$ cat src/rtl/rx_sync_pkg.sv
// Shared definitions for the receive-lane word-sync controller: comma code,
// word/counter widths and FSM state encoding.
package rx_sync_pkg;

    localparam int unsigned WORD_W   = 8;
    localparam int unsigned LOSS_W   = 8;
    localparam logic [WORD_W-1:0] COMMA_BC = 8'hBC;

    // 2'b11 is not a legal state; the FSM recovers from it to HUNT.
    typedef enum logic [1:0] {
        ST_HUNT   = 2'b00,
        ST_ALIGN  = 2'b01,
        ST_LOCKED = 2'b10
    } rx_state_e;

    typedef struct packed {
        logic              valid;
        logic [WORD_W-1:0] data;
    } rx_word_t;

    function automatic logic is_comma(input logic [WORD_W-1:0] w);
        return (w == COMMA_BC);
    endfunction

endpackage

$ cat src/rtl/sync_sat_cnt.sv
// Saturating up-counter with synchronous clear; sticks at all-ones.
module sync_sat_cnt #(
    parameter int unsigned WIDTH = 8
) (
    input  logic             i_clk,
    input  logic             i_rst_n,
    input  logic             i_inc,
    input  logic             i_clr,
    output logic [WIDTH-1:0] o_q
);

    logic [WIDTH-1:0] r_q;

    always_ff @(posedge i_clk or negedge i_rst_n) begin
        if (!i_rst_n) begin
            r_q <= '0;
        end else if (i_clr) begin
            r_q <= '0;
        end else if (i_inc && (r_q != {WIDTH{1'b1}})) begin
            r_q <= r_q + WIDTH'(1);
        end
    end

    assign o_q = r_q;

endmodule

$ cat src/rtl/rx_sync_ctrl.sv
// Word-sync controller: hunts for a run of K28.5 commas, forwards payload once
// locked, drops back to hunt on keep-alive gap violations and counts the drops.
module rx_sync_ctrl
    import rx_sync_pkg::*;
#(
    parameter int unsigned BC_LOCK = 4,
    parameter int unsigned MAX_GAP = 16
) (
    input  logic              clk_4f,
    input  logic              reset_L,
    input  logic              enable,
    input  logic [WORD_W-1:0] data_in,
    input  logic              data_in_valid,
    output logic [WORD_W-1:0] data_out,
    output logic              valid_out,
    output logic              locked,
    output logic [1:0]        state_out,
    output logic [LOSS_W-1:0] sync_loss_cnt
);

    localparam int unsigned BC_W  = (BC_LOCK > 1) ? $clog2(BC_LOCK + 1) : 1;
    localparam int unsigned GAP_W = $clog2(MAX_GAP + 1);

    rx_state_e          r_state, w_nxt_state;
    logic [BC_W-1:0]    r_bc_cnt, w_nxt_bc_cnt;
    logic [GAP_W-1:0]   r_gap_cnt, w_nxt_gap_cnt;
    rx_word_t           r_out, w_nxt_out;
    logic               r_locked;
    logic               w_loss_inc;
    logic               w_is_bc;

    assign w_is_bc = is_comma(data_in);

    // State, counters and output registers.
    always_ff @(posedge clk_4f or negedge reset_L) begin
        if (!reset_L) begin
            r_state   <= ST_HUNT;
            r_bc_cnt  <= '0;
            r_gap_cnt <= '0;
            r_out     <= '0;
            r_locked  <= 1'b0;
        end else begin
            r_state   <= w_nxt_state;
            r_bc_cnt  <= w_nxt_bc_cnt;
            r_gap_cnt <= w_nxt_gap_cnt;
            r_out     <= w_nxt_out;
            r_locked  <= (w_nxt_state == ST_LOCKED);
        end
    end

    // Next-state, counter and output decode; enable has priority over data.
    always_comb begin
        w_nxt_state    = r_state;
        w_nxt_bc_cnt   = r_bc_cnt;
        w_nxt_gap_cnt  = r_gap_cnt;
        w_nxt_out      = r_out;
        w_nxt_out.valid = 1'b0;
        w_loss_inc     = 1'b0;

        if (!enable) begin
            w_nxt_state   = ST_HUNT;
            w_nxt_bc_cnt  = '0;
            w_nxt_gap_cnt = '0;
        end else begin
            case (r_state)
                ST_HUNT: begin
                    if (data_in_valid && w_is_bc) begin
                        if (BC_LOCK == 1) begin
                            w_nxt_state   = ST_LOCKED;
                            w_nxt_bc_cnt  = '0;
                            w_nxt_gap_cnt = '0;
                        end else begin
                            w_nxt_state  = ST_ALIGN;
                            w_nxt_bc_cnt = BC_W'(1);
                        end
                    end
                end
                ST_ALIGN: begin
                    if (data_in_valid) begin
                        if (!w_is_bc) begin
                            w_nxt_state  = ST_HUNT;
                            w_nxt_bc_cnt = '0;
                        end else if (r_bc_cnt >= BC_W'(BC_LOCK - 1)) begin
                            w_nxt_state   = ST_LOCKED;
                            w_nxt_bc_cnt  = '0;
                            w_nxt_gap_cnt = '0;
                        end else begin
                            w_nxt_bc_cnt = r_bc_cnt + BC_W'(1);
                        end
                    end
                end
                ST_LOCKED: begin
                    if (data_in_valid) begin
                        if (w_is_bc) begin
                            w_nxt_gap_cnt = '0;
                        end else if (r_gap_cnt < GAP_W'(MAX_GAP)) begin
                            w_nxt_gap_cnt   = r_gap_cnt + GAP_W'(1);
                            w_nxt_out.valid = 1'b1;
                        end else begin
                            w_nxt_state   = ST_HUNT;
                            w_nxt_gap_cnt = '0;
                            w_loss_inc    = 1'b1;
                        end
                    end
                end
                default: begin
                    w_nxt_state   = ST_HUNT;
                    w_nxt_bc_cnt  = '0;
                    w_nxt_gap_cnt = '0;
                end
            endcase

            if (data_in_valid) begin
                w_nxt_out.data = data_in;
            end
        end
    end

    sync_sat_cnt #(
        .WIDTH (LOSS_W)
    ) u_loss_cnt (
        .i_clk   (clk_4f),
        .i_rst_n (reset_L),
        .i_inc   (w_loss_inc),
        .i_clr   (1'b0),
        .o_q     (sync_loss_cnt)
    );

    assign data_out  = r_out.data;
    assign valid_out = r_out.valid;
    assign locked    = r_locked;
    assign state_out = r_state;

endmodule

$ cat config.mk
export PLATFORM = sky130hd
export DESIGN_NAME = rx_sync_ctrl
export DESIGN_NICKNAME = d
export VERILOG_FILES = /design/src/rtl/rx_sync_pkg.sv /design/src/rtl/sync_sat_cnt.sv /design/src/rtl/rx_sync_ctrl.sv
export SDC_FILE = /design/constraint.sdc
export NUM_CORES = 1
export LEC_CHECK = 0
export CORE_ASPECT_RATIO = 2
export CORE_MARGIN = 2
export CORE_UTILIZATION = 40
export CTS_CLUSTER_DIAMETER = 50
export CTS_CLUSTER_SIZE = 25
export DETAILED_ROUTE_END_ITERATION = 6
export DONT_BUFFER_PORTS = 1
export GPL_TIMING_DRIVEN = 0
export MAX_ROUTING_LAYER = met4
export SYNTH_ARGS = -nofsm -noshare
export SYNTH_HDL_FRONTEND = slang
export SYNTH_SLANG_ARGS = --single-unit
$ cat constraint.sdc
create_clock -name clk_4f -period 2.15 [get_ports clk_4f]
set_clock_uncertainty 0.05 [all_clocks]
set_input_delay 0.43 -clock clk_4f [delete_from_list [all_inputs] [get_ports clk_4f]]
set_output_delay 0.43 -clock clk_4f [all_outputs]
set_load 0.05 [all_outputs]
Word-level counts from Yosys, hierarchy flattened
Cells that the tools add are included.
Cells by class
  shift operators: 0
  reduce and logical (&&, ||, !) cells: 6
  eq/ne operators: 12
  multiplexer cells: 34
  magnitude comparators: 2
  $add $sub $neg: 3
  divide/modulo/power cells: 0
  multiply operators: 0
  bitwise operators: 0
Operator list (number)
  5-bit 2-to-1 mux: 7
  2-bit 2-to-1 mux: 8
  3-bit 2-to-1 mux: 5
  3-bit != test, second input constant: 5
  5-bit one-hot mux with 3 select lines: 1
  1-bit 2-to-1 mux: 9
  9-bit 2-to-1 mux: 1
  3-bit one-hot mux with 3 select lines: 1
  8-bit by 1-bit adder with 8-bit output, second input constant: 1
  8-bit equality test, second input constant: 1
  8-bit 2-to-1 mux: 1
  8-bit != test, second input constant: 1
  2-bit one-hot mux with 3 select lines: 1
  5-bit by 1-bit adder with 5-bit output, second input constant: 1
  5-bit < comparator, second input constant: 1
  5-bit AND reduction: 1
  2-bit equality test, second input constant: 2
  2-bit != test, second input constant: 2
  3-bit by 1-bit adder with 3-bit output, second input constant: 1
  3-bit by 2-bit greater-or-equal comparator with 1-bit output, second input constant: 1
  3-bit AND reduction: 1
  2-bit by 1-bit equality test with 1-bit output, second input constant: 1
  1-bit logical AND: 2
  2-bit logical NOT: 1
  2-bit AND reduction: 1
Word-level totals
  bits in writable memories: 0
  ROM bits: 0
  memories: 0
  word-level logic and storage cells: 64
  bits in latches: 0
  register bits after elaboration: 28

Logic depth before layout (Yosys ltp)
Gate-level depths: netlist of the first run.
  depth in word-level cells: 7
  gate-level depth with buffers: 6
  gate-level depth less buffers: 6

Modules after synthesis
Synthesis of the first run repeated with hierarchy kept, for this count alone.
Second synthesis, totals
  cells, all modules: 139
  area, all modules: 1498.9 sq um
Modules (own cells, without submodules)
  rx_sync_ctrl: times used 1, area each 1034.7 sq um, cells an instance 90
  sync_sat_cnt: times used 1, area each 464.2 sq um, cells an instance 49

Least setup slack after synthesis of the first run
No wires, ideal clock.
  path kind: register to register
  from: register r_state[0], in the netlist state_out[0]
  to: register u_loss_cnt.r_q[1], in the netlist u_loss_cnt.o_q[1]
  slack: 300 ps
  cell stages (with the launch flop): 5
  arrival: 1672 ps
  required time: 1972 ps
  buffers on the path: 0
  cell sequence: dfrtp_1 -> and3b_1 -> o2111ai_4 -> nor2_1 -> mux2_1
On the way
  cells in the longest elaborated chain, start to end: 4
RTL lines
  from (decl): RTL line rx_sync_ctrl.sv:24  | rx_state_e r_state, w_nxt_state;
  from (signal assigned): RTL line rx_sync_ctrl.sv:43  | r_state <= w_nxt_state;
  2-bit equality test: RTL line rx_sync_ctrl.sv:65  | case (r_state)
  1-bit 2-to-1 mux: RTL line rx_sync_ctrl.sv:65
  1-bit 2-to-1 mux: RTL line rx_sync_ctrl.sv:60  | if (!enable) begin
  1-bit logical AND: RTL line sync_sat_cnt.sv:19  | end else if (i_inc && (r_q != {WIDTH{1'b1}})) begin
  to (signal assigned): RTL line sync_sat_cnt.sv:20  | r_q <= r_q + WIDTH'(1);
  to (decl): RTL line sync_sat_cnt.sv:12  | logic [WIDTH-1:0] r_q;
No other way between the ends.
A chain may end at the register's enable or synchronous reset.

Worst setup path in the final report of the first run
  from: register u_loss_cnt.r_q[0], in the netlist u_loss_cnt.o_q[0]
  to: register u_loss_cnt.r_q[1], in the netlist u_loss_cnt.o_q[1]
On the way
  cells in the longest elaborated chain, start to end: 2
  elaborated cells between the ends (all ways): 3
  classes of those cells: add/sub (1); eq/ne (1); reduce/logical (1)
RTL lines
  branches (longest 2 deep; another with 8-bit by 1-bit adder with 8-bit output)
Several ways; the timed one is not identified.

==> summary.md, run 1 <==
| Metric | Value |
|---|---|
| Fin. Hold Viols | `0` |
| Finish-stage setup viols | `0` |
| CP required | `about 2.3 ns` |
| Largest net degree at the start of global routing | `29` |
| Placed instance count | `around 150` |
| Root Buffer | `clkbuf_8` |
| HP Class | `input pin to flop` |
| Reg2Reg Depth | `5` |
| Die Footprint | `about 0.0040 mm^2` |
| Vias/cell | `just over 6` |
| Ant diodes | `0` |
| Min-delay src | `data_in[4]` |
| Number of standard cells in the final layout excluding fillers | `approximately 150` |
| Register area share after synthesis | `0.506` |
| DP Area | `~0.0014 mm^2` |
| Global-route wire length before repair | `~4600 um` |
| TritonCTS Buffers | `3` |
| Max-slew violations | `0` |
| TritonCTS clock tree | `done` |
| Initial antenna violation count | `0` |
| Crit share post-route | `0.940` |
| Power Density | `682 mW/mm^2` |
| Hold path depth | `1` |
| Max_cap viols | `0` |
| Met3 Routed Length | `94 um` |
| CP max FO | `6` |
| Nature of the critical path endpoint | `flop` |
| Mapped Cells | `approximately 110` |
| Worst path max stage delay | `a little over 0.7 ns` |
| Metal1 wirelength | `925 um` |
| Area share of the largest cell type after synthesis | `0.506` |
| Flops & latches, synth | `28` |
| Post-synthesis cell type count | `40` |
| Post-route setup slack | `about 0.13 ns` |
| Core box area | `about 0.0033 mm^2` |
| Slowest-stage cell, CP | `dfrtp_1` |
| Remaining Overflow, GRT | `0` |
| Post-route minimum period | `about 2.0 ns` |
| Register-to-register path setup slack | `between 0.1 and 0.15 ns` |
| Post-place setup slack | `0.127 ns` |
| Most used flip-flop cell after synthesis | `dfrtp_1` |
| DRT Pass-1 Iters | `3` |
| Ys async rst share | `1.00` |
| CP arrival | `~2.1 ns` |
| Share of layout cells above drive strength 1 | `0.210` |
| Clk buf depth | `2` |
| Top Layer Used | `met4` |
| Syn-to-layout area delta | `9.03%` |
| Drc violations | `0` |
| Post-CTS Setup Bufs | `0` |
| Die height | `between 80 and 90 um` |
| LEAKAGE | `a little under 0.7 nW` |
| Critical path, cell by cell | `ha_1 > nand3_1 > nor2_2 > nor2_1 > mux2_1` |
| RSZ-0062 raised after global routing | `no` |
| Nets | `roughly 140` |
| Syn avg cell area | `between 10 and 15 um^2` |
| Most area-consuming cells after synthesis | `dfrtp_1 51%, mux2_2 7.3%, xor2_1 3.8%, ha_1 3.6%, a22o_1 2.5%` |
| Initial core utilization | `0.415` |
| Sinks on the clock net | `28` |
| Status | `completed` |
| Clock slew at reported path FFs | `0.09 ns` |
| Ports | `32` |
| Peak supply drop | `0.408 mV` |
| Worst Setup SP | `u_loss_cnt.o_q[0]$_DFFE_PN0P_` |
| Cell Rows | `30` |
| Port-buffer cells | `0` |
| RR Startpoint | `u_loss_cnt.o_q[0]$_DFFE_PN0P_` |
| WL final | `2670 um` |
| Synth area leader | `dfrtp_1` |
| Post-synth EDFFs | `0` |
| Met2 wire len | `approximately 1600 um` |
| Cell Area, Synth | `0.00139 mm^2` |
| Slew HR | `0.596` |
| Syn_nets | `approximately 130` |
| DR WL/cell | `between 15 and 20 um` |
| Max Clock Freq | `~0.5 GHz` |
| Crit path launch type | `flop` |
| DP HPWL | `between 2000 and 2500 um` |
| Worst-Margin Slew | `around 0.61 ns` |
| Vias post-DR | `~900` |
| Syn. warnings | `0` |
| Chip width | `approximately 46 um` |
| Iter 0 DRT Violations | `3` |
| CTS H-tree lvls | `1` |
| GRT Util Overall | `0.164` |
| Vias in the first global route | `between 1000 and 1500` |
| Clk_lat worst skew | `about 0.27 ns` |
| CP Depth | `5` |
| ANT nets after route | `0` |
| Setup CP Type | `flop to flop` |
| CP delay by family, top | `flip-flops` |
| Post-route design area | `between 0.0015 and 0.002 mm^2` |
| TNS Setup | `0 ns` |
| Gpl congestion | `around 0.85` |
| Bufs and invs on worst path | `0` |
| Fillers | `303` |
| Total power | `around 1 mW` |
==> worst register-to-register path, cell delays in order (launching register included) <==
cell and delay, ns:
dfrtp_1 0.72, ha_1 0.30, nand3_1 0.10, nor2_2 0.29, nor2_1 0.12, mux2_1 0.33
==> cells in the mapped netlist, types with 2 or more instances <==
library cell	count
a22o_1	4
and3_1	2
and4b_1	2
buf_2	2
dfrtp_1	28
ha_1	4
inv_1	6
mux2_1	2
mux2_2	9
nand2_1	5
nand2b_1	2
nand3_1	5
nor2_1	4
nor3_1	3
nor4_2	2
o21ai_0	2
o21ai_1	2
o2bb2ai_1	2
xor2_1	6
==> final timing paths <==
check | to
worst max-delay path | u_loss_cnt.o_q[1]$_DFFE_PN0P_
worst min-delay path | data_out[4]$_DFFE_PN0P_
worst max register to register | u_loss_cnt.o_q[1]$_DFFE_PN0P_
worst min register to register | r_bc_cnt[1]$_DFFE_PN0P_
max in group asynchronous | u_loss_cnt.o_q[7]$_DFFE_PN0P_
min in group asynchronous | data_out[3]$_DFFE_PN0P_
==> placed cells by master (no fill, tap or decap), types with 2 or more instances in the layout <==
master | Yosys | final
buf_2 | 2 | 2
nand2b_1 | 2 | 2
o21ai_1 | 2 | 2
dfrtp_1 | 28 | 28
a22o_1 | 4 | 4
nor3_1 | 3 | 3
nor4_2 | 2 | 2
inv_1 | 6 | 6
xor2_1 | 6 | 6
nor2_1 | 4 | 4
clkbuf_8 | 0 | 4
o2bb2ai_1 | 2 | 2
nand2_1 | 5 | 5
ha_1 | 4 | 4
nand3_1 | 5 | 5
mux2_2 | 9 | 9
mux2_1 | 2 | 2
and4b_1 | 2 | 2
o21ai_0 | 2 | 2
and3_1 | 2 | 2
==> sequential cells by signal, summed over array words and instances, names as in the netlist <==
register and count:
data_out 8, locked 1, r_bc_cnt 3, r_gap_cnt 5, state_out 2, u_loss_cnt.o_q 8
valid_out 1
==> through the flow <==
step                      hold slack (ns)  utilization
final                               0.251        0.452
after global routing                0.232        0.452
after CTS                           0.244        0.452
after detailed placement           0.0850        0.427
after global placement             0.0850        0.427
after floorplan                    0.0844            -
==> where the power goes <==
part | internal [mW] | leakage, nW | total (mW) | switching [mW]
clock | 0.164 | 0.0288 | 0.323 | 0.159
combinational | 0.0301 | 0.294 | 0.0596 | 0.0294
sequential | 0.548 | 0.373 | 0.648 | 0.0999
==> kinds of logic after synthesis <==
logic type,count (synthesis),synth area share
multiplexers,11,0.0894
flip-flops,28,0.506
AO/OA/AOI/OAI,19,0.123
adder cells (fa/ha/maj),4,0.0361
AND/OR/NAND/NOR,36,0.178
XOR/XNOR,7,0.0443
buffers and inverters,8,0.0235
==> metal layers <==
layer	vias to the layer above	track usage
met5	-	-
met4	0	0.0909
met3	7	0.0228
met2	22	0.288
met1	465	0.162
li1	430	-
==> repair_timing <==
item	4_1_cts	5_1_grt
hold buffers	2	0
resized for setup	0	0
endpoints found under the hold margin	28	0
==> layout make-up <==
type                    instances  area (um^2)  area share
plain buffers                   2         10.0     0.00663
clock buffers                   4         55.1      0.0365
inverters                       6         22.5      0.0149
multi-input cells              77          652       0.432
flip-flops and latches         28          701       0.464
well taps                      32         40.0      0.0265
repair buffers                  2         30.0      0.0199
No activity file was read; power rests on OpenSTA's default activity.
==> run 2: changes to the inputs <==
--- a/config.mk
+++ b/config.mk
@@ -14,6 +14,7 @@
 export DONT_BUFFER_PORTS = 1
 export GPL_TIMING_DRIVEN = 0
 export MAX_ROUTING_LAYER = met4
+export RECOVER_POWER = 25
 export SYNTH_ARGS = -nofsm -noshare
 export SYNTH_HDL_FRONTEND = slang
 export SYNTH_SLANG_ARGS = --single-unit
==> run 2 against run 1 <==
  * Clock-buffer cell count is the same
  * Clock power is essentially flat
  * Wire length grew 0.22%
  * Critical path depth is the same
  * Utilization shrank 0.22 points
  * Global-route usage is the same
  * Sequential share of layout area grew 0.23 points
  * Worst setup slack is essentially flat
  * Highest routed layer unchanged
==> summary.md, run 2 (synthesis results as in run 1) <==
| Metric | Value |
|---|---|
| Status | `completed (unchanged)` |
| Max_cap viols | `0 (unchanged)` |
| Commonest cells after routing, fill and taps aside | `28 x dfrtp_1, 9 x mux2_2, 6 x inv_1, 6 x xor2_1 (unchanged)` |
| Max-slew violations | `0 (unchanged)` |
| Finish-stage setup viols | `0 (unchanged)` |
| WL final | `2680 um (was 2670 um)` |
| CP arrival | `2.13 ns (about the same)` |
| Max Clock Freq | `0.495 GHz (about the same)` |
| Vias post-DR | `921 (was 924)` |
| TNS Setup | `0 ns (unchanged)` |
| LEAKAGE | `0.699 nW (was 0.695 nW)` |
| Post-route minimum period | `2.02 ns (about the same)` |
| Vias in the first global route | `1034 (unchanged)` |
| Slowest-stage cell, CP | `dfrtp_1 (unchanged)` |
| Initial core utilization | `0.415 (unchanged)` |
| Clock slew at reported path FFs | `0.09 ns (about the same)` |
| Clk buf depth | `2 (unchanged)` |
| Power Density | `683 mW/mm^2 (was 682 mW/mm^2)` |
| CP required | `2.26 ns (about the same)` |
| Initial antenna violation count | `0 (unchanged)` |
| ANT nets after route | `0 (unchanged)` |
| Gpl congestion | `0.850 (unchanged)` |
| Nature of the critical path endpoint | `flop (unchanged)` |
| Share of layout cells above drive strength 1 | `0.202 (was 0.210)` |
| Worst-Margin Slew | `1.25 ns (was 0.607 ns)` |
| Clk_lat worst skew | `0.27 ns (about the same)` |
| Peak supply drop | `0.408 mV (about the same)` |
| Syn-to-layout area delta | `8.49% (was 9.03%)` |
| Remaining Overflow, GRT | `0 (unchanged)` |
| Core box area | `0.00334 mm^2 (unchanged)` |
| DR WL/cell | `17.7 um (about the same)` |
| Drc violations | `0 (unchanged)` |
| Post-route design area | `0.00150 mm^2 (was 0.00151 mm^2)` |
| Global-route wire length before repair | `4640 um (unchanged)` |
| DRT Pass-1 Iters | `4 (was 3)` |
| Iter 0 DRT Violations | `6 (was 3)` |
| DP Area | `0.00143 mm^2 (unchanged)` |
| Vias/cell | `6.10 (was 6.12)` |
| Die Footprint | `0.00398 mm^2 (unchanged)` |
| Crit share post-route | `0.940 (about the same)` |
| Root Buffer | `clkbuf_8 (unchanged)` |
| Setup CP Type | `flop to flop (unchanged)` |
| Cell Rows | `30 (unchanged)` |
| Largest net degree at the start of global routing | `29 (unchanged)` |
| Crit path launch type | `flop (unchanged)` |
| Nets | `136 (unchanged)` |
| Ant diodes | `0 (unchanged)` |
| CP max FO | `6 (unchanged)` |
| WHS | `0.252 ns (was 0.251 ns)` |
| Total power | `1.03 mW (about the same)` |
| DP HPWL | `2050 um (unchanged)` |
| Worst path max stage delay | `0.72 ns (about the same)` |
| Critical path, cell by cell | `ha_1 > nand3_1 > nor2_2 > nor2_1 > mux2_1 (unchanged)` |
| Most common cell after layout, fill and taps aside | `dfrtp_1 (unchanged)` |
| RSZ-0062 raised after global routing | `no (unchanged)` |
| TritonCTS Buffers | `3 (unchanged)` |
| Fin. Hold Viols | `0 (unchanged)` |
| Slew HR | `0.166 (was 0.596)` |
| TritonCTS clock tree | `done (unchanged)` |
| HP Class | `input pin to flop (unchanged)` |
| Sinks on the clock net | `28 (unchanged)` |
| Chip width | `45.6 um (unchanged)` |
| GRT Util Overall | `0.164 (unchanged)` |
| CTS H-tree lvls | `1 (unchanged)` |
| Die height | `87.2 um (unchanged)` |
| Ports | `32 (unchanged)` |
| Port-buffer cells | `0 (unchanged)` |
[run 2: per-layer routing]
layer | routed length, um | vias up | track usage | share of wire
li1 | - | 429 | - | -
met1 | 921 | 459 | 0.162 | 0.34
met2 | 1540 | 26 | 0.288 | 0.58
met3 | 117 | 7 | 0.0228 | 0.044
met4 | 93 | 0 | 0.0909 | 0.035
met5 | 0 | - | - | 0
[run 2: final timing paths]
kind	end	cells past startpoint	start	slack (ns)
setup reg to reg	u_loss_cnt.o_q[1]$_DFFE_PN0P_	5	u_loss_cnt.o_q[0]$_DFFE_PN0P_	0.13
min in group asynchronous	u_loss_cnt.o_q[3]$_DFFE_PN0P_	2	reset_L	0.94
hold / removal	data_out[4]$_DFFE_PN0P_	1	data_in[4]	0.25
max in group asynchronous	state_out[1]$_DFF_PN0_	2	reset_L	0.38
setup / recovery	u_loss_cnt.o_q[1]$_DFFE_PN0P_	5	u_loss_cnt.o_q[0]$_DFFE_PN0P_	0.13
hold reg to reg	r_bc_cnt[1]$_DFFE_PN0P_	1	r_bc_cnt[1]$_DFFE_PN0P_	0.48
[run 2: report_power, final]
part           leakage, nW  internal, mW  switching (mW)
clock               0.0288         0.164           0.158
sequential           0.373         0.548           0.100
combinational        0.297        0.0279          0.0289
[run 2: timing repair]
action	in CTS	in global routing
buffers inserted	0	0
gates resized for setup	0	0
hold buffers	2	0
hold endpoints to repair	28	0
[run 2: cell type report]
cell class / count / area, um^2
buffer: 2 / 10.0
clock buffer: 4 / 55.1
fill: 304 / 1840
inverter: 6 / 22.5
multi-input combinational: 77 / 652
sequential: 28 / 701
tap: 32 / 40.0
timing repair buffer: 2 / 22.5
[run 2: metrics by stage]
step | util | cells | setup slack (ns)
after floorplan | - | 113 | 0.300
after global placement | 0.427 | 145 | 0.164
after detailed placement | 0.427 | 145 | 0.127
after CTS | 0.452 | 151 | 0.112
after global routing | 0.450 | 151 | 0.0333
final | 0.450 | 151 | 0.129
[run 2: worst max-delay path, delay by kind of cell, from the launching register on]
family,cells,cell delay [ns]
fa+ha+maj,1,0.30
mux,1,0.33
flops,1,0.72
simple gates,3,0.51
==> edit 1 (settings of run 1) <==
Register the inputs `enable`, `data_in` and `data_in_valid` before use. The logic sees them one clock later.
--- a/src/rtl/rx_sync_ctrl.sv
+++ b/src/rtl/rx_sync_ctrl.sv
@@ -22,4 +22,14 @@
     localparam int unsigned GAP_W = $clog2(MAX_GAP + 1);
 
+    logic enable_q;
+    logic [WORD_W-1:0] data_q;
+    logic data_in_valid_q;
+
+    always_ff @(posedge clk_4f) begin
+        enable_q        <= enable;
+        data_q          <= data_in;
+        data_in_valid_q <= data_in_valid;
+    end
+
     rx_state_e          r_state, w_nxt_state;
     logic [BC_W-1:0]    r_bc_cnt, w_nxt_bc_cnt;
@@ -30,5 +40,5 @@
     logic               w_is_bc;
 
-    assign w_is_bc = is_comma(data_in);
+    assign w_is_bc = is_comma(data_q);
 
     // State, counters and output registers.
@@ -58,5 +68,5 @@
         w_loss_inc     = 1'b0;
 
-        if (!enable) begin
+        if (!enable_q) begin
             w_nxt_state   = ST_HUNT;
             w_nxt_bc_cnt  = '0;
@@ -65,5 +75,5 @@
             case (r_state)
                 ST_HUNT: begin
-                    if (data_in_valid && w_is_bc) begin
+                    if (data_in_valid_q && w_is_bc) begin
                         if (BC_LOCK == 1) begin
                             w_nxt_state   = ST_LOCKED;
@@ -77,5 +87,5 @@
                 end
                 ST_ALIGN: begin
-                    if (data_in_valid) begin
+                    if (data_in_valid_q) begin
                         if (!w_is_bc) begin
                             w_nxt_state  = ST_HUNT;
@@ -91,5 +101,5 @@
                 end
                 ST_LOCKED: begin
-                    if (data_in_valid) begin
+                    if (data_in_valid_q) begin
                         if (w_is_bc) begin
                             w_nxt_gap_cnt = '0;
@@ -111,6 +121,6 @@
             endcase
 
-            if (data_in_valid) begin
-                w_nxt_out.data = data_in;
+            if (data_in_valid_q) begin
+                w_nxt_out.data = data_q;
             end
         end
Behaviour: not the same (a bounded check fails within 4 cycles, from zero or initial values and one cycle with reset_L low).
==> edit 1 against run 1 <==
  * Total power increased by 34%
  * Largest cell class unchanged
  * Combinational power is 24% higher
  * Global-route usage is 1.7 points lower
  * Worst hold slack lost 0.13 ns
  * First-iteration DRC count increased to 5.0 times the old value
  * Sequential cell count up 10
  * Wire length increased by 4.4%
  * Worst setup slack improved by 0.057 ns
  * Design area up 19%
  * Maximum frequency up 2.9%
  * Area after synthesis is 17% higher
  * Sequential power is 32% higher
  * Count of clock-buffer cells in the layout up 3
==> edit 1: results (changes against run 1) <==
Initial DRC Count=15 (was 3); vias in the first global route=1,087 (was 1,034); register area share after synthesis=0.556 (was 0.506); TritonRoute pass-1 iters=4 (was 3); Inserted Clock Buffers=5 (was 3); Overall Global Routing Usage=0.147 (was 0.164); dpl cell area=1690 µm² (was 1430 µm²); critical path fanouts, max=4 (was 6); Final Wtd Congestion=0.801 (was 0.850); Syn Nets=146 (was 129); DP Wirelength=2110 µm (was 2050 µm); XOR/XNOR share of the synthesized area=0.0432 (was 0.0443); worst ir drop on vdd=427 µV (was 408 µV); fraction of registers with async set/reset=0.737 (was 1.00); Reg clk slew, reported paths=0.07 ns (was 0.09 ns); Synth Area in Adders=0.0309 (was 0.0361); Post-synth top cells=28 x dfrtp_1, 12 x mux2_2, 10 x dfxtp_1, 9 x inv_1 (was 28 x dfrtp_1, 9 x mux2_2, 6 x inv_1, 6 x xor2_1); min-delay src=data_in[3] (was data_in[4]); crit-path max cell delay=0.68 ns (was 0.72 ns); Layout Nets=155 (was 136); fraction of synthesized area in multiplexers=0.0957 (was 0.0894); outcome=completed (unchanged); first-pass GRT wire length=4920 µm (was 4640 µm); top cells by area, synth=dfrtp_1 43%, dfxtp_1 12%, mux2_2 8.3%, xor2_1 3.2%, ha_1 3.1% (was dfrtp_1 51%, mux2_2 7.3%, xor2_1 3.8%, ha_1 3.6%, a22o_1 2.5%); fillers=348 (was 303); Total Wirelength=2790 µm (was 2670 µm); Yosys cell types=39 (was 40); Synth Area in Compound Gates=0.0880 (was 0.123); Worst-Margin Slew=0.703 ns (was 0.607 ns)
edit 1: cell types whose count changed after synthesis, sizes merged, moves of 2 or more:
cell and change:
nor3 +3, nand4 +2, and2 +2, mux2i +2, inv +3, a31oi -2, o21a +2, o211ai +3
nand2b -2, dfxtp +10, a22o -4
edit 1: power by group:
group	internal (mW)	switching [mW]	leakage (nW)
Sequential	0.746	0.109	0.455
Combinational	0.0390	0.0350	0.326
Clock	0.229	0.223	0.0385
Total	1.01	0.367	0.820
edit 1: metal layers:
metal | share of wire | GRT usage
met1 | 0.35 | 0.140
met2 | 0.57 | 0.263
met3 | 0.058 | 0.0430
met4 | 0.020 | 0.0786
met5 | 0 | -
edit 1: through the flow:
step	power (mW)	utilization	cells	hold WS, ns	worst slack [ns]
3_5_place_dp	0.928	0.434	181	0.0853	0.187
3_3_place_gp	0.926	0.434	181	0.0853	0.200
6_report	1.38	0.463	191	0.120	0.187
4_1_cts	1.41	0.463	191	0.107	0.175
2_1_floorplan	0.913	-	130	0.0844	0.302
5_1_grt	1.45	0.463	191	0.100	0.0495
edit 1: timing repair:
item / CTS / global route
setup buffers: 0 / 0
endpoints found under the hold margin: 28 / 0
hold buffers: 2 / 0
edit 1: logic make-up after synthesis:
kind of cell	after synthesis
and+or+nand+nor	38
DFF	38
AOI/OAI and AO/OA	17
muxes	14
buffers and inverters	11
xor gates and xnor gates	8
adders and majority gates	4
edit 1: final timing paths:
path / slack [ns] / endpoint
worst min-delay path: 0.12 / data_q[3]$_DFF_P_
max in group asynchronous: 1.35 / data_out[7]$_DFFE_PN0P_
min in group asynchronous: 0.53 / u_loss_cnt.o_q[6]$_DFFE_PN0P_
worst max register to register: 0.19 / u_loss_cnt.o_q[1]$_DFFE_PN0P_
worst max-delay path: 0.19 / u_loss_cnt.o_q[1]$_DFFE_PN0P_
worst min register to register: 0.44 / data_out[5]$_DFFE_PN0P_
edit 1: final cells by class:
type / count / area [µm²] / share of cell area
Tap cell: 51 / 63.8 / 0.0355
Clock inverter: 1 / 7.51 / 0.00417
Buffer: 2 / 12.5 / 0.00695
Sequential cell: 38 / 901 / 0.501
Timing Repair Buffer: 2 / 30.0 / 0.0167
Multi-Input combinational cell: 81 / 674 / 0.375
Inverter: 9 / 33.8 / 0.0188
Clock buffer: 7 / 76.3 / 0.0424
edit 1: worst max-delay path: cells and delay by family, from the launching register on:
kind,cells,cell delay (ns)
muxes,1,0.28
AOI/OAI and AO/OA,1,0.37
and+or+nand+nor,2,0.19
adders and majority gates,1,0.28
DFF,1,0.68
==> edit 2 (flow settings as in run 1) <==
Made on the original files. Change the package constant `WORD_W` from 8 to 12.
--- a/src/rtl/rx_sync_pkg.sv
+++ b/src/rtl/rx_sync_pkg.sv
@@ -3,5 +3,5 @@
 package rx_sync_pkg;
 
-    localparam int unsigned WORD_W   = 8;
+    localparam int unsigned WORD_W   = 12;
     localparam int unsigned LOSS_W   = 8;
     localparam logic [WORD_W-1:0] COMMA_BC = 8'hBC;
Interface: changed (resized data_in and data_out); port bits go from 32 to 40. The function was not compared with the original's and may differ.
==> edit 2 against run 1 <==
  * Critical path type unchanged
  * Sequential cell count up 4
  * Total power up 44%
  * Design area increased by 24%
  * Wire length is 11% higher
  * Core utilization grew 1.5 points
  * Combinational power rose by 29%
  * Worst setup slack worse by 0.054 ns
  * Area after synthesis increased by 18%
==> edit 2: results (changes against run 1) <==
outcome=completed (unchanged); critical path fanouts, max=5 (was 6); wire length on met2=1550 µm (was 1560 µm); nonclk buf count=8 (was 4); Synth Area in Adders=0.0305 (was 0.0361); Final Wtd Congestion=0.879 (was 0.850); first-pass GRT wire length=5180 µm (was 4640 µm); CLK BUF=7 (was 4); Synth-to-Final Area Change=14.2% (was 9.03%); Non-clock buffers, area share=0.0348 (was 0.0265); post-CTS sizing=1 (was 0); met1 Use GR=0.172 (was 0.162); CP arrival=2.19 ns (was 2.13 ns); number of non-clock inverters=1 (was 6); Synth Area in Compound Gates=0.0992 (was 0.123); met2 Usage GRT=0.239 (was 0.288); register area share after synthesis=0.489 (was 0.506); Overall Global Routing Usage=0.151 (was 0.164); cells after synthesis=130 (was 113); area taken by multi-input logic gates=807 µm² (was 652 µm²); fraction of layout cells with a size suffix above 1=0.250 (was 0.210); met3 WL=173 µm (was 94 µm); DRT met1 WL=1190 µm (was 925 µm); worst ir drop on vdd=649 µV (was 408 µV); Yosys cell types=44 (was 40); Syn Nets=150 (was 129); Layout Nets=159 (was 136); DP Wirelength=2200 µm (was 2050 µm)
-- edit 2: how the worst max path moves through the flow --
stage,start,to,slack [ns]
after floorplan,u_loss_cnt.o_q[0]$_DFFE_PN0P_,u_loss_cnt.o_q[1]$_DFFE_PN0P_,0.17
final,r_bc_cnt[0]$_DFFE_PN0P_,r_gap_cnt[4]$_DFFE_PN0P_,0.08
after detailed placement,u_loss_cnt.o_q[0]$_DFFE_PN0P_,u_loss_cnt.o_q[1]$_DFFE_PN0P_,0.008
after global placement,u_loss_cnt.o_q[0]$_DFFE_PN0P_,u_loss_cnt.o_q[1]$_DFFE_PN0P_,0.02
after CTS,u_loss_cnt.o_q[1]$_DFFE_PN0P_,u_loss_cnt.o_q[1]$_DFFE_PN0P_,0.004
after global routing,r_bc_cnt[0]$_DFFE_PN0P_,r_gap_cnt[4]$_DFFE_PN0P_,0.009
-- edit 2: power by group --
group          internal, mW  total (mW)  switching, mW
logic                0.0394      0.0767         0.0373
registers             0.635       0.779          0.143
clock network         0.409       0.624          0.215
